**src/rtl/rf_pkg.sv**
```systemverilog
// Shared types and sizes for the integer register-file write-back path.
package rf_pkg;

  localparam int DATA_WIDTH    = 32;
  localparam int ADDRESS_WIDTH = 5;
  localparam int NUM_REGS      = 32;

  // One queued register-file write.
  typedef struct packed {
    logic [ADDRESS_WIDTH-1:0] dest;
    logic [DATA_WIDTH-1:0]    data;
  } wb_entry_t;

  // Identifies which requester owns the write port; used as the last-grant pointer.
  typedef enum logic {
    WB_SRC_ALU = 1'b0,
    WB_SRC_MEM = 1'b1
  } wb_src_e;

endpackage

```
**src/rtl/wb_fifo.sv**
```systemverilog
// Small synchronous FIFO holding pending register writes for one requester.
// Besides the head entry it exposes the destination of every occupied slot
// (empty slots read as register 0) so the top level can build a hazard mask.
module wb_fifo #(
  parameter int DATA_WIDTH    = 32,
  parameter int ADDRESS_WIDTH = 5,
  parameter int DEPTH         = 2
) (
  input  logic                           clk,
  input  logic                           rst,
  input  logic                           push,
  input  logic [ADDRESS_WIDTH-1:0]       push_dest,
  input  logic [DATA_WIDTH-1:0]          push_data,
  input  logic                           pop,
  output logic                           full,
  output logic                           empty,
  output logic [ADDRESS_WIDTH-1:0]       head_dest,
  output logic [DATA_WIDTH-1:0]          head_data,
  output logic [DEPTH*ADDRESS_WIDTH-1:0] dest_vec
);

  localparam int PTR_W = $clog2(DEPTH);
  localparam int CNT_W = PTR_W + 1;

  logic [ADDRESS_WIDTH-1:0] dest_mem [DEPTH];
  logic [DATA_WIDTH-1:0]    data_mem [DEPTH];
  logic [DEPTH-1:0]         slot_valid;
  logic [PTR_W-1:0]         wr_ptr;
  logic [PTR_W-1:0]         rd_ptr;
  logic [CNT_W-1:0]         count;
  logic                     do_push;
  logic                     do_pop;

  assign full      = (count == CNT_W'(DEPTH));
  assign empty     = (count == '0);
  assign do_push   = push && !full;
  assign do_pop    = pop && !empty;
  assign head_dest = dest_mem[rd_ptr];
  assign head_data = data_mem[rd_ptr];

  // Entry storage: written on push only.
  // NOTE: the storage array is deliberately not reset; slot_valid and count
  // decide what is live, so stale contents are never observed.
  always_ff @(posedge clk) begin
    if (do_push) begin
      dest_mem[wr_ptr] <= push_dest;
      data_mem[wr_ptr] <= push_data;
    end
  end

  // Pointer, count and occupancy bookkeeping; pointers wrap modulo DEPTH.
  // NOTE: sequential state uses non-blocking assignments so every register
  // samples pre-edge values, independent of statement order.
  always_ff @(posedge clk) begin
    if (rst) begin
      wr_ptr     <= '0;
      rd_ptr     <= '0;
      count      <= '0;
      slot_valid <= '0;
    end else begin
      if (do_push) begin
        wr_ptr             <= wr_ptr + 1'b1;
        slot_valid[wr_ptr] <= 1'b1;
      end
      if (do_pop) begin
        rd_ptr             <= rd_ptr + 1'b1;
        slot_valid[rd_ptr] <= 1'b0;
      end
      count <= count + CNT_W'(do_push) - CNT_W'(do_pop);
    end
  end

  // Destinations of occupied slots; free slots report register 0.
  // NOTE: every combinational output gets a default before the loop so no
  // path leaves it unassigned and no latch is inferred.
  always_comb begin
    dest_vec = '0;
    for (int i = 0; i < DEPTH; i++) begin
      if (slot_valid[i]) dest_vec[i*ADDRESS_WIDTH +: ADDRESS_WIDTH] = dest_mem[i];
    end
  end

endmodule

```
**src/rtl/rf_wb_arbiter.sv**
```systemverilog
// Write-back arbiter: shares the register file's single write port between
// the ALU and the load unit, each buffered in its own FIFO, and publishes a
// pending-write mask for read-after-write stall detection in decode.
module rf_wb_arbiter
  import rf_pkg::*;
#(
  parameter int DATA_WIDTH    = rf_pkg::DATA_WIDTH,
  parameter int ADDRESS_WIDTH = rf_pkg::ADDRESS_WIDTH,
  parameter int NUM_REGS      = rf_pkg::NUM_REGS,
  parameter int FIFO_DEPTH    = 2
) (
  input  logic                     clk,
  input  logic                     rst,
  input  logic                     alu_valid,
  output logic                     alu_ready,
  input  logic [ADDRESS_WIDTH-1:0] alu_dest,
  input  logic [DATA_WIDTH-1:0]    alu_data,
  input  logic                     mem_valid,
  output logic                     mem_ready,
  input  logic [ADDRESS_WIDTH-1:0] mem_dest,
  input  logic [DATA_WIDTH-1:0]    mem_data,
  output logic                     rg_wrt_en,
  output logic [ADDRESS_WIDTH-1:0] rg_wrt_dest,
  output logic [DATA_WIDTH-1:0]    rg_wrt_data,
  output logic [NUM_REGS-1:0]      pend_mask,
  output logic                     busy
);

  logic                                alu_full, alu_empty, mem_full, mem_empty;
  logic                                alu_push, mem_push, alu_pop, mem_pop;
  logic [ADDRESS_WIDTH-1:0]            alu_head_dest, mem_head_dest;
  logic [DATA_WIDTH-1:0]               alu_head_data, mem_head_data;
  logic [FIFO_DEPTH*ADDRESS_WIDTH-1:0] alu_dests, mem_dests;
  wb_src_e                             last_grant;

  // Ready reflects only the registered fill level; writes to x0 are
  // accepted and then silently dropped.
  assign alu_ready = !rst && !alu_full;
  assign mem_ready = !rst && !mem_full;
  assign alu_push  = alu_valid && alu_ready && (alu_dest != '0);
  assign mem_push  = mem_valid && mem_ready && (mem_dest != '0);

  wb_fifo #(.DATA_WIDTH(DATA_WIDTH), .ADDRESS_WIDTH(ADDRESS_WIDTH), .DEPTH(FIFO_DEPTH)) u_alu_fifo (
    .clk       (clk),
    .rst       (rst),
    .push      (alu_push),
    .push_dest (alu_dest),
    .push_data (alu_data),
    .pop       (alu_pop),
    .full      (alu_full),
    .empty     (alu_empty),
    .head_dest (alu_head_dest),
    .head_data (alu_head_data),
    .dest_vec  (alu_dests)
  );

  wb_fifo #(.DATA_WIDTH(DATA_WIDTH), .ADDRESS_WIDTH(ADDRESS_WIDTH), .DEPTH(FIFO_DEPTH)) u_mem_fifo (
    .clk       (clk),
    .rst       (rst),
    .push      (mem_push),
    .push_dest (mem_dest),
    .push_data (mem_data),
    .pop       (mem_pop),
    .full      (mem_full),
    .empty     (mem_empty),
    .head_dest (mem_head_dest),
    .head_data (mem_head_data),
    .dest_vec  (mem_dests)
  );

  // Round-robin grant: a lone requester always wins; on a tie the one not
  // granted last time wins.
  always_comb begin
    alu_pop = !alu_empty && (mem_empty || (last_grant == WB_SRC_MEM));
    mem_pop = !mem_empty && !alu_pop;
  end

  // Write-port registers and last-grant pointer; address/data hold when idle.
  always_ff @(posedge clk) begin
    if (rst) begin
      last_grant  <= WB_SRC_MEM;
      rg_wrt_en   <= 1'b0;
      rg_wrt_dest <= '0;
      rg_wrt_data <= '0;
    end else begin
      rg_wrt_en <= alu_pop || mem_pop;
      if (alu_pop) begin
        last_grant  <= WB_SRC_ALU;
        rg_wrt_dest <= alu_head_dest;
        rg_wrt_data <= alu_head_data;
      end else if (mem_pop) begin
        last_grant  <= WB_SRC_MEM;
        rg_wrt_dest <= mem_head_dest;
        rg_wrt_data <= mem_head_data;
      end
    end
  end

  // Pending-write mask over both FIFOs plus the write being committed now.
  always_comb begin
    pend_mask = '0;
    for (int i = 0; i < FIFO_DEPTH; i++) begin
      pend_mask[alu_dests[i*ADDRESS_WIDTH +: ADDRESS_WIDTH]] = 1'b1;
      pend_mask[mem_dests[i*ADDRESS_WIDTH +: ADDRESS_WIDTH]] = 1'b1;
    end
    if (rg_wrt_en) pend_mask[rg_wrt_dest] = 1'b1;
    pend_mask[0] = 1'b0;
  end

  assign busy = !alu_empty || !mem_empty || rg_wrt_en;

endmodule

```
**config.mk**
```make
export PLATFORM = sky130hd
export DESIGN_NAME = rf_wb_arbiter
export DESIGN_NICKNAME = d
export VERILOG_FILES = /design/src/rtl/rf_pkg.sv /design/src/rtl/wb_fifo.sv /design/src/rtl/rf_wb_arbiter.sv
export SDC_FILE = /design/constraint.sdc
export NUM_CORES = 1
export LEC_CHECK = 0
export CORE_MARGIN = 5
export CORE_UTILIZATION = 35
export DETAILED_ROUTE_END_ITERATION = 7
export DONT_BUFFER_PORTS = 1
export GPL_ROUTABILITY_DRIVEN = 0
export GPL_TIMING_DRIVEN = 0
export PLACE_DENSITY = 0.56
export SYNTH_ARGS = -nofsm -noshare
export SYNTH_HDL_FRONTEND = slang
export SYNTH_SLANG_ARGS = --single-unit
```
**constraint.sdc**
```tcl
create_clock -name clk -period 2.32 [get_ports clk]
set_input_delay 0.232 -clock clk [delete_from_list [all_inputs] [get_ports clk]]
set_output_delay 0.232 -clock clk [all_outputs]
set_load 0.03 [all_outputs]
```
# Yosys cells after proc, flatten, opt, wreduce, memory -nomap -nowiden
# Memory sizes are Yosys's and may differ from the RTL's. A register that Yosys moved wholly into a read port is not among the register bits.
# Index checks and enable logic that the tools add are counted.
# classes
addsub	8
n_mul	0
div_mod_pow	0
n_lt_le_gt_ge	18
eq_ne	2
n_shift	0
n_mux	47
bitwise	10
reduce_logical	36
# ops
operator	count
32-bit bitwise OR	4
32-bit 2-to-1 mux	3
5-bit by 6-bit less-than comparator with 1-bit output, second input constant	5
5-bit 2-to-1 mux	6
1-bit demux with 5-bit select	5
5-bit by 1-bit >= comparator with 1-bit output, second input constant	5
1-bit 2-to-1 mux	23
1-bit logical AND	21
2-bit 2-to-1 mux	6
5-bit nonzero test	2
1-bit by 2-bit less-than comparator with 1-bit output, second input constant	4
1-bit logical NOT	6
1-bit adder, second input constant	4
2-bit by 1-bit adder with 2-bit output	2
2-bit AND	2
1-bit demux with 1-bit select	4
2-bit == test, second input constant	2
1-bit >= comparator, second input constant	4
2-bit logical NOT	2
1-bit logical OR	4
2-bit inverter	2
2-bit bitwise OR	2
2-bit by 1-bit subtractor with 2-bit output	2
2-bit nonzero test	1
# totals
register_bits	51
latch_bits	0
ramBits	148
mem_bits_ro	0
output_inout_bits	73
word_cells	137
memories	4
# mem_list
memory	depth	word_bits	rd	rd_ports_with_merged_regs	write_ports	line	rtl
u_alu_fifo.data_mem	2	32	1	1	1	wb_fifo.sv:26	logic [DATA_WIDTH-1:0] data_mem [DEPTH];
u_mem_fifo.data_mem	2	32	1	1	1	wb_fifo.sv:26	
u_alu_fifo.dest_mem	2	5	3	1	1	wb_fifo.sv:25	logic [ADDRESS_WIDTH-1:0] dest_mem [DEPTH];
u_mem_fifo.dest_mem	2	5	3	1	1	wb_fifo.sv:25	

# Depth between registers and ports, before layout
# Gate-level depths: netlist of run 1.
# An unclocked memory read counts as a cell.
# depth
word_depth	11
ltp_mapped	9
mapped_depth_nobuf	8

# Modules after synthesis
# From an unflattened synthesis of run 1, not the netlist that was laid out.
# hier_totals
cells_unflattened	682
area_unflattened_um2	9063.7
# by_module_without_submodules
module	n_inst	cells_each	area_each_um2
wb_fifo	2	160	3047.9
rf_wb_arbiter	1	362	2967.8

# Least setup slack after synthesis of run 1
# OpenSTA, ideal clock, no wires.
# synth_path
path_kind	reg2reg
startpoint	reg u_alu_fifo.count[0]
endpoint	mem u_alu_fifo.data_mem[1][0] (enable)
t_arrival_ns	2.322
setup_slack_ns	-0.399
path_stages_with_launch	5
path_buffers	0
synth_period_minus_slack_ns	2.719
path_cell_list	dfxtp_1 inv_1 a21oi_1 and3_1 and2_1
# synth_via
elab_chain_len	8
# synth_rtl
item	line	rtl
start: declaration	wb_fifo.sv:30	logic [CNT_W-1:0] count;
start signal: assignment	wb_fifo.sv:69	count <= count + CNT_W'(do_push) - CNT_W'(do_pop);
2-bit == test	wb_fifo.sv:34	assign full = (count == CNT_W'(DEPTH));
1-bit logical NOT	rf_wb_arbiter.sv:38	assign alu_ready = !rst && !alu_full;
1-bit logical AND	rf_wb_arbiter.sv:38	
net alu_ready	rf_wb_arbiter.sv:15	output logic alu_ready,
1-bit logical AND (2 in a row)	rf_wb_arbiter.sv:40	assign alu_push = alu_valid && alu_ready && (alu_dest != '0);
1-bit logical AND	wb_fifo.sv:36	assign do_push = push && !full;
1-bit 2-to-1 mux	wb_fifo.sv:45	if (do_push) begin
1-bit 2-to-1 mux (not written as such)	wb_fifo.sv:47	data_mem[wr_ptr] <= push_data;
end: declaration	wb_fifo.sv:26	
# The timed path passes the listed nets, and every way through them passes these cells.

# Final worst setup path of run 1
# layout_path
startpoint	reg u_mem_fifo.slot_valid[1]
endpoint	out pend_mask[13]
# layout_via
elab_chain_len	8
elab_cells_between_ends	9
classes_between	order compare (2); mux (4); bitwise (2); reduce/logical (1)
# layout_rtl
item	line	rtl
start: declaration	wb_fifo.sv:27	logic [DEPTH-1:0] slot_valid;
start signal: assignment	wb_fifo.sv:59	slot_valid <= '0;
start signal: indexed assignment	wb_fifo.sv:63	slot_valid[wr_ptr] <= 1'b1;
start signal: indexed assignment	wb_fifo.sv:67	slot_valid[rd_ptr] <= 1'b0;
5-bit 2-to-1 mux *	wb_fifo.sv:79	if (slot_valid[i]) dest_vec[i*ADDRESS_WIDTH +: ADDRESS_WIDTH] = dest_mem[i];
5-bit by 6-bit less-than comparator with 1-bit output (not written as such) or 5-bit by 1-bit >= comparator with 1-bit output (tied branches)	rf_wb_arbiter.sv:104	pend_mask[mem_dests[i*ADDRESS_WIDTH +: ADDRESS_WIDTH]] = 1'b1;
1-bit logical AND (not written as such)	rf_wb_arbiter.sv:104	
1-bit 2-to-1 mux (not written as such)	rf_wb_arbiter.sv:104	
1-bit demux with 5-bit select *	rf_wb_arbiter.sv:104	
32-bit bitwise OR (no source line) *	n/a	
32-bit bitwise OR (no source line)	n/a	
32-bit 2-to-1 mux *	rf_wb_arbiter.sv:106	if (rg_wrt_en) pend_mask[rg_wrt_dest] = 1'b1;
end: declaration	rf_wb_arbiter.sv:25	output logic [NUM_REGS-1:0] pend_mask,
# Mark *: on every way between the ends. The rest lies on a longest branch, timed or not.

==> results of run 1 <==
-- state kept, by name, indices dropped and copies added (netlist names), 2 cells and up, named ones only --
| name | count |
|---|---|
| u_mem_fifo.slot_valid | 2 |
| u_alu_fifo.dest_mem | 10 |
| u_mem_fifo.data_mem | 64 |
| rg_wrt_dest | 5 |
| rg_wrt_data | 32 |
| u_mem_fifo.dest_mem | 10 |
| u_mem_fifo.count | 2 |
| u_alu_fifo.data_mem | 64 |
| u_alu_fifo.slot_valid | 2 |
| u_alu_fifo.count | 2 |
-- synthesized netlist by cell type, types with 6 or more instances --
| cell type | instances |
|---|---|
| nor2b_1 | 16 |
| nand3_1 | 19 |
| inv_1 | 8 |
| dfxtp_1 | 53 |
| o32ai_1 | 7 |
| nand2b_1 | 17 |
| a32o_1 | 35 |
| mux2i_1 | 72 |
| o221ai_1 | 6 |
| a22oi_1 | 20 |
| edfxtp_1 | 148 |
| nand4_1 | 8 |
| clkbuf_1 | 22 |
| nor3_1 | 18 |
| or3_1 | 9 |
| buf_2 | 19 |
| o22ai_1 | 18 |
| nor2_1 | 31 |
| nor3b_1 | 6 |
| nand2_1 | 95 |
| nand4b_1 | 12 |
-- final cells by class --
class	instances	area, um^2	area share [%]
Clock inverter	10	106	0.961
Clock buffer	28	592	5.35
Multi-Input combinational cell	451	3380	30.5
Timing Repair Buffer	88	848	7.66
Tap cell	330	413	3.73
Buffer	37	185	1.67
Inverter	9	33.8	0.305
Sequential cell	201	5520	49.8
-- worst paths after layout --
check / end / slack (ns) / cells past startpoint
max: pend_mask[13] / 0.03 / 4
min: u_mem_fifo.slot_valid[1]$_SDFF_PP0_ / 0.02 / 2
max reg2reg: u_mem_fifo.data_mem[1][17]$_DFFE_PP_ / 0.12 / 4
min reg2reg: u_mem_fifo.slot_valid[1]$_SDFF_PP0_ / 0.48 / 1
-- cell families after synthesis --
group                      after synthesis  synth area share (%)
adders and majority gates                4                 0.568
buffers and inverters                   53                  2.58
xor gates and xnor gates                 6                 0.596
other                                    1                0.0425
and+or+nand+nor                        249                  14.3
DFF                                    201                  62.4
muxes                                   72                  8.17
AOI/OAI and AO/OA                      118                  11.3
-- stage by stage --
step / setup TNS (ns) / hold slack, ns
5_1_grt: -0.0665 / 0.0320
4_1_cts: -0.0191 / 0.00449
6_report: 0 / 0.0199
3_5_place_dp: -68.16 / 0.331
2_1_floorplan: 0 / 0.331
3_3_place_gp: -67.88 / 0.331
-- critical path, stage by stage (launching register included) --
cell and delay [ns]:
dfxtp_1 0.54, nand2_1 0.11, nor3_2 0.38, a32oi_1 0.21, nand4_1 0.33
-- report_power, final --
group | total [mW] | switching (mW) | leakage (nW) | internal, mW
Clock | 3.35 | 1.33 | 0.341 | 2.02
Combinational | 3.18 | 2.00 | 1.65 | 1.18
Sequential | 5.66 | 1.19 | 1.80 | 4.47
-- per-layer routing --
metal,global-route usage [%],routed length [um]
met5,0,0
met3,4.81,2410
met2,29.4,12500
met4,4.66,668
met1,21.8,10600
-- what timing repair did --
item	in CTS	in global routing
endpoints found under the hold margin	150	0
gates resized for setup	46	39
gates cloned	0	1
endpoints found under the setup margin	183	67
hold buffers	76	0
buffers inserted	0	12
pin swaps	1	7
==> flow_summary_export.csv, run 1 <==
group,metric,value,unit
routing,drc,0,
place,pre_cts_slack,-0.635,ns
global_routing,grt_max_degree,40,
global_routing,antenna_found_initial,0,
floorplan,dieArea,28500,um^2
worst_setup_path,arrival,2.06,ns
routing,via_per_inst,5.62,
sta,relSlewSlack,57.1,%
floorplan,die_w,169,um
yosys,yosysWarnings,0,
pwr,ir_drop,758,uV
worst_setup_path,r2r-start,"u_mem_fifo.count[0]$_SDFF_PP0_",
global_routing,track_usage,17.3,%
worst_hold_path,hp-start,"mem_valid",
routing,routed_wl,26200,um
global_routing,grt_overflow,0,
yosys,ys_types,52,
worst_setup_path,worst-setup-path-type,"reg -> out",
worst_setup_path,critical_path_required,2.09,ns
routing,drtIter0Drc,715,
global_routing,grt_pass1_wl,38300,um
layout,nNetsFinal,891,
sta,finalHoldViolCount,0,
clocking,cts_root_buf,"clkbuf_16",
yosys,netlist.area_leader.share,50.4,%
worst_hold_path,hp-class,"in -> reg",
sta,tightest_slew,0.644,ns
global_routing,grt_pass1_vias,6203,
yosys,synth_nets,786,
clocking,worstSkewPairLatency,0.49,ns
sta,fin_skew,0.0120,ns
sta,fin_ws,0.0256,ns
yosys,yosys.area.top_type,"edfxtp_1",
layout,postLayoutCoreUtil,44.4,%
routing,vias,6480,
sta,fmax,436,MHz
layout,area_growth_syn_to_layout,25.6,%
clocking,path_clk_slew,0.06,ns
clocking,cts_tree,"built",
clocking,cts_max_level,1,
floorplan,fp.dieH,169,um
floorplan,ios,151,
flow_run,max-cap-violations,0,
yosys,synth_area,8820,um^2
clocking,cts.sinks,201,
floorplan,core,25000,um^2
yosys,async_reset_ff_share,0,%
worst_setup_path,start_kind,"register",
yosys,ys.flop_type,"edfxtp_1",
sta,slew_violations,0,
sta,fin_crit,2.29,ns
pwr,p_leak,3.79,nW
floorplan,floorplan.initialDensity,35.3,%
clocking,clock_tree.buffer_depth,3,
sta,rsz0062_at_grt,"true",
place,io_buffers,0,
yosys,avgSynthCellArea,12.5,um^2
sta,period_share,98.9,%
layout,final_common_cell,"edfxtp_1",
pwr,pwr_density_cell,1100,nW/um^2
place,post_dp_cell_area,9240,um^2
layout,instances_no_fill,1154,
layout,fill_cells,2329,
layout,antenna_cells,0,
worst_setup_path,cp-startpoint,"u_mem_fifo.slot_valid[1]$_SDFF_PP0_",
yosys,synth_edf_count,148,
yosys,synthTopCellsByArea,"edfxtp_1 50%, dfxtp_1 12%, mux2i_1 8.2%",
routing,wl_per_cell,22.7,um
pwr,p_total,12.2,mW
yosys,synthesis.instances,704,
layout,drive_above_1_share,18.2,%
worst_setup_path,cp_max_fo,8,
place,dp_hpwl,17300,um
place,dp_cells,1034,
clocking,numCtsBuffers,21,
yosys,ys_seq_area_share,62.4,%
routing,antenna_left,0,
status,status,"complete, no violations",
layout,design_area,11100,um^2
worst_setup_path,cp-end-kind,"output port",
routing,first_pass_iters,5,
layout,final_cell_mix,"148 x edfxtp_1, 94 x nand2_1, 76 x dlygate4sd3_1",
yosys,ys_ff_latch,201,
sta,setup_violations,0,
floorplan,placementRows,58,
Power figures use the tool's default switching activity.
==> run 2, diff against run 1 <==
--- a/config.mk
+++ b/config.mk
@@ -11,7 +11,7 @@
 export DONT_BUFFER_PORTS = 1
 export GPL_ROUTABILITY_DRIVEN = 0
 export GPL_TIMING_DRIVEN = 0
-export PLACE_DENSITY = 0.56
+export PLACE_DENSITY = 0.54
 export SYNTH_ARGS = -nofsm -noshare
 export SYNTH_HDL_FRONTEND = slang
 export SYNTH_SLANG_ARGS = --single-unit
==> constraint.sdc (replaced) <==
create_clock -name clk -period 2.4 [get_ports clk]
set_input_delay 0.24 -clock clk [delete_from_list [all_inputs] [get_ports clk]]
set_output_delay 0.24 -clock clk [all_outputs]
set_load 0.03 [all_outputs]
==> flow_summary_export.csv, run 2 (synthesized netlist as in run 1, its figures left out) <==
group,metric,value,unit
routing,drtIter0Drc,937,
layout,nNetsFinal,893,
worst_setup_path,worst-path-buf-inv,0,
sta,tightest_slew,0.832,ns
worst_setup_path,slowest_stage,"edfxtp_1",
routing,vias,6564,
layout,instances_no_fill,1157,
clocking,numCtsBuffers,21,
global_routing,antenna_found_initial,1,
status,status,"finished, violations left",
routing,first_pass_iters,8,
floorplan,floorplan.initialDensity,35.3,%
pwr,combPwrFrac,25.7,%
clocking,cts_root_buf,"clkbuf_16",
sta,fin_skew,0.0161,ns
sta,rsz0062_at_grt,"true",
global_routing,grt_max_degree,40,
flow_run,max-cap-violations,0,
sta,holdWs,0.0272,ns
layout,final_cell_mix,"148 x edfxtp_1, 95 x nand2_1, 76 x dlygate4sd3_1",
routing,via_per_inst,5.67,
clocking,path_clk_slew,0.06,ns
layout,final_common_cell,"edfxtp_1",
layout,area_growth_syn_to_layout,25.0,%
layout,fill_cells,2323,
floorplan,die_w,169,um
sta,finalHoldViolCount,0,
worst_setup_path,cp_max_fo,7,
sta,fmax,408,MHz
worst_setup_path,r2r_setup_slack,0.13,ns
clocking,cts_tree,"built",
clocking,cts.sinks,201,
pwr,swShare,37.0,%
place,dp_hpwl,17800,um
clocking,cts_max_level,1,
worst_setup_path,worst-setup-path-type,"reg -> out",
sta,relSlewSlack,44.0,%
worst_setup_path,cp-end-kind,"output port",
layout,postLayoutCoreUtil,44.2,%
global_routing,grt_pass1_vias,6551,
pwr,seqPwrFrac,46.3,%
clocking,worstSkewPairLatency,0.50,ns
global_routing,track_usage,17.3,%
sta,setup_violations,2,
worst_setup_path,slowest_delay,0.50,ns
place,pre_cts_slack,-0.549,ns
routing,routed_wl,26100,um
place,dp_cells,1034,
worst_setup_path,start_kind,"register",
status,violations,"design-rule violations, negative setup slack",
pwr,p_switching,4.40,mW
floorplan,fp.dieH,169,um
routing,drc,8,
sta,period_share,102,%
floorplan,dieArea,28500,um^2
routing,wl_per_cell,22.6,um
pwr,p_total,11.9,mW
pwr,pwr_density_cell,1080,nW/um^2
floorplan,core,25000,um^2
pwr,ir_drop,697,uV
worst_setup_path,critical_path_required,2.16,ns
sta,fin_crit,2.45,ns
layout,top_regs,"u_alu_fifo.data_mem (64), u_mem_fifo.data_mem (64), rg_wrt_data (32)",
global_routing,grt_overflow,0,
pwr,p_int,7.49,mW
worst_hold_path,hp-class,"in -> reg",
routing,antenna_left,0,
layout,design_area,11000,um^2
floorplan,placementRows,58,
sta,fin_ws,-0.0483,ns
place,post_dp_cell_area,9240,um^2
worst_setup_path,arrival,2.21,ns
sta,setup_tns,-0.0785,ns
pwr,p_leak,3.75,nW
worst_setup_path,crit_chain,"nand2b_1 > nor3b_2 > a32oi_1 > nand4_1",
place,io_buffers,0,
floorplan,ios,151,
global_routing,grt_pass1_wl,38800,um
worst_setup_path,crit_family,"simple AND/OR/NAND/NOR gates",
layout,drive_above_1_share,16.7,%
clocking,clock_tree.buffer_depth,3,
pwr,clockPowerShare,28.0,%
sta,slew_violations,0,
## run 2: final timing paths
check,from,depth (start not counted),end
setup / recovery,u_mem_fifo.dest_mem[0][0]$_DFFE_PP_,4,pend_mask[14]
hold / removal,alu_valid,2,u_alu_fifo.slot_valid[1]$_SDFF_PP0_
setup reg to reg,u_alu_fifo.count[0]$_SDFF_PP0_,4,u_alu_fifo.data_mem[1][20]$_DFFE_PP_
hold reg to reg,u_alu_fifo.rd_ptr$_SDFFE_PP0P_,1,u_alu_fifo.slot_valid[1]$_SDFF_PP0_
## run 2: final cells by class
type	instances	area [um^2]	area share, %
flip-flops and latches	201	5520	50.0
multi-input cells	450	3290	29.8
repair buffers	90	866	7.86
clock buffers	28	582	5.28
well taps	330	413	3.75
plain buffers	38	188	1.70
clock inverters	10	135	1.23
inverters	9	33.8	0.307
diodes	1	2.50	0.0227
## run 2: what timing repair did
item	CTS	global route
resized for setup	37	30
endpoints found under the setup margin	183	31
hold endpoints to repair	150	0
cloned	0	0
pin swaps	1	6
buffers inserted	0	14
hold buffers	76	0
## run 2: per-layer routing
metal / up-vias / routed length (um) / GRT usage, %
met4: 0 / 767 / 4.76
met5: - / 0 / 0
li1: 2941 / - / -
met1: 3139 / 9910 / 20.9
met2: 389 / 12600 / 29.9
met3: 95 / 2850 / 5.51
## run 2: power by group through the flow
stage / clock network (mW) / logic (mW) / registers [mW]
after floorplan: 0 / 2.12 / 5.31
after global placement: 0 / 2.82 / 5.53
after detailed placement: 0 / 2.88 / 5.55
after CTS: 3.43 / 3.03 / 5.50
after global routing: 3.58 / 3.33 / 5.57
final: 3.33 / 3.05 / 5.50
==> run 3, diff against run 2 <==
--- a/config.mk
+++ b/config.mk
@@ -5,13 +5,13 @@
 export SDC_FILE = /design/constraint.sdc
 export NUM_CORES = 1
 export LEC_CHECK = 0
-export CORE_MARGIN = 5
+export CORE_MARGIN = 2
 export CORE_UTILIZATION = 35
 export DETAILED_ROUTE_END_ITERATION = 7
 export DONT_BUFFER_PORTS = 1
 export GPL_ROUTABILITY_DRIVEN = 0
 export GPL_TIMING_DRIVEN = 0
-export PLACE_DENSITY = 0.54
+export PLACE_DENSITY_LB_ADDON = 0.12
 export SYNTH_ARGS = -nofsm -noshare
 export SYNTH_HDL_FRONTEND = slang
 export SYNTH_SLANG_ARGS = --single-unit
==> flow_summary_export.csv, run 3 (synthesized netlist as in run 1, its figures left out) <==
group,metric,value,unit
global_routing,grt_max_degree,40,
worst_setup_path,worstSetupEndpoint,"pend_mask[17]",
worst_hold_path,hp-class,"in -> reg",
floorplan,core,25000,um^2
routing,drc,0,
clocking,cts_max_level,1,
place,dp_hpwl,18400,um
floorplan,floorplan.initialDensity,35.3,%
worst_setup_path,critical_path_required,2.16,ns
clocking,cts_tree,"built",
clocking,clock_tree.buffer_depth,3,
global_routing,track_usage,19.6,%
worst_setup_path,slowest_stage,"or4_4",
worst_setup_path,cp-startpoint,"u_alu_fifo.dest_mem[1][1]$_DFFE_PP_",
layout,final_common_cell,"edfxtp_1",
clocking,cts_root_buf,"clkbuf_16",
place,dp_cells,1034,
worst_setup_path,cp_max_fo,6,
global_routing,grt_pass1_wl,39700,um
worst_setup_path,r2r-start,"u_alu_fifo.count[0]$_SDFF_PP0_",
global_routing,antenna_found_initial,0,
clocking,numCtsBuffers,23,
status,status,"complete, no violations",
sta,period_share,98.4,%
routing,first_pass_iters,7,
layout,instances_no_fill,1154,
flow_run,max-cap-violations,0,
pwr,pwr_density_cell,1090,nW/um^2
sta,slew_violations,0,
clocking,cts.sinks,201,
sta,rsz0062_at_grt,"true",
worst_setup_path,slowest_delay,0.63,ns
floorplan,placementRows,58,
worst_setup_path,arrival,2.12,ns
layout,final_cell_mix,"148 x edfxtp_1, 95 x nand2_1, 76 x dlygate4sd3_1",
pwr,p_leak,3.77,nW
worst_hold_path,hp-start,"alu_valid",
layout,drive_above_1_share,17.0,%
sta,finalHoldViolCount,0,
worst_setup_path,crit_chain,"buf_4 > nand4b_1 > nor3_1 > or4_4",
worst_setup_path,worst-setup-path-type,"reg -> out",
sta,relSlewSlack,58.4,%
layout,area_growth_syn_to_layout,25.5,%
worst_setup_path,r2r_setup_slack,0.17,ns
floorplan,ios,151,
floorplan,fp.dieH,163,um
clocking,worstSkewPairLatency,0.52,ns
routing,wl_per_cell,22.9,um
routing,vias,6549,
worst_setup_path,ff2ff_path_depth,4,
routing,antenna_left,0,
floorplan,die_w,163,um
layout,top_regs,"u_alu_fifo.data_mem (64), u_mem_fifo.data_mem (64), rg_wrt_data (32)",
sta,tightest_slew,0.625,ns
worst_setup_path,rr_endpoint,"u_alu_fifo.data_mem[1][26]$_DFFE_PP_",
layout,multi_input_area,3320,um^2
layout,ff_latch_area,5510,um^2
clocking,path_clk_slew,0.06,ns
sta,fmax,424,MHz
layout,nNetsFinal,890,
worst_setup_path,start_kind,"register",
global_routing,grt_pass1_vias,6632,
sta,setup_tns,0,ns
routing,routed_wl,26400,um
global_routing,grt_overflow,0,
worst_setup_path,cp-end-kind,"output port",
place,io_buffers,0,
routing,via_per_inst,5.68,
sta,fin_skew,0.0139,ns
sta,setup_violations,0,
sta,fin_crit,2.36,ns
pwr,ir_drop,613,uV
layout,fill_cells,2320,
layout,antenna_cells,0,
routing,drtIter0Drc,968,
floorplan,dieArea,26500,um^2
[run 3: layout make-up]
| cell class | instances | area share (%) |
|---|---|---|
| clock inverter | 12 | 1.39 |
| timing repair buffer | 86 | 7.55 |
| clock buffer | 29 | 5.59 |
| multi-input combinational | 451 | 30.0 |
| buffer | 36 | 1.63 |
| tap | 330 | 3.73 |
| sequential | 201 | 49.8 |
| inverter | 9 | 0.305 |
[run 3: per-layer routing]
layer	track usage, %	up-vias	wire length [um]
met4	5.91	0	958
met2	34.7	354	13000
met1	22.6	3162	9860
li1	-	2937	-
met3	6.44	96	2570
met5	0	-	0
[run 3: critical path, delay by kind of cell (launching register included)]
family	cells	cell delay, ns
AND/OR/NAND/NOR	3	0.91
buffers and inverters	1	0.20
flip-flops	1	0.50
[run 3: repair_timing]
| action | in CTS | in global routing |
|---|---|---|
| endpoints found under the setup margin | 183 | 68 |
| cloned | 0 | 1 |
| endpoints found under the hold margin | 151 | 0 |
| pin swaps | 0 | 3 |
| setup buffers | 0 | 10 |
| hold buffers | 76 | 0 |
| resized for setup | 36 | 36 |
[run 3: worst min path at each step]
stage / end / cells after the start
global route: u_alu_fifo.slot_valid[1]$_SDFF_PP0_ / 2
floorplan: u_alu_fifo.data_mem[0][0]$_DFFE_PP_ / 0
detailed placement: u_mem_fifo.data_mem[0][27]$_DFFE_PP_ / 0
CTS: u_alu_fifo.slot_valid[1]$_SDFF_PP0_ / 2
finish: u_alu_fifo.slot_valid[1]$_SDFF_PP0_ / 2
global placement: u_mem_fifo.data_mem[0][15]$_DFFE_PP_ / 0
[run 3: metrics by stage]
step                      area, um^2  util (%)  power [mW]  worst slack, ns  hold slack [ns]
after floorplan                 8820         -        7.43           0.0697            0.339
after global placement          9240      37.0        8.39           -0.489            0.339
after detailed placement        9240      37.0        8.46           -0.538            0.339
after CTS                      10900      43.5        12.2           -0.175           0.0243
after global routing           11100      44.3        12.7          -0.0517           0.0379
final                          11100      44.3        12.1           0.0390           0.0271
[run 3: report_power, final]
group | switching, mW | leakage, nW | total, mW | internal [mW]
clock | 1.38 | 0.378 | 3.54 | 2.16
combinational | 1.92 | 1.60 | 3.06 | 1.14
sequential | 1.19 | 1.79 | 5.51 | 4.32
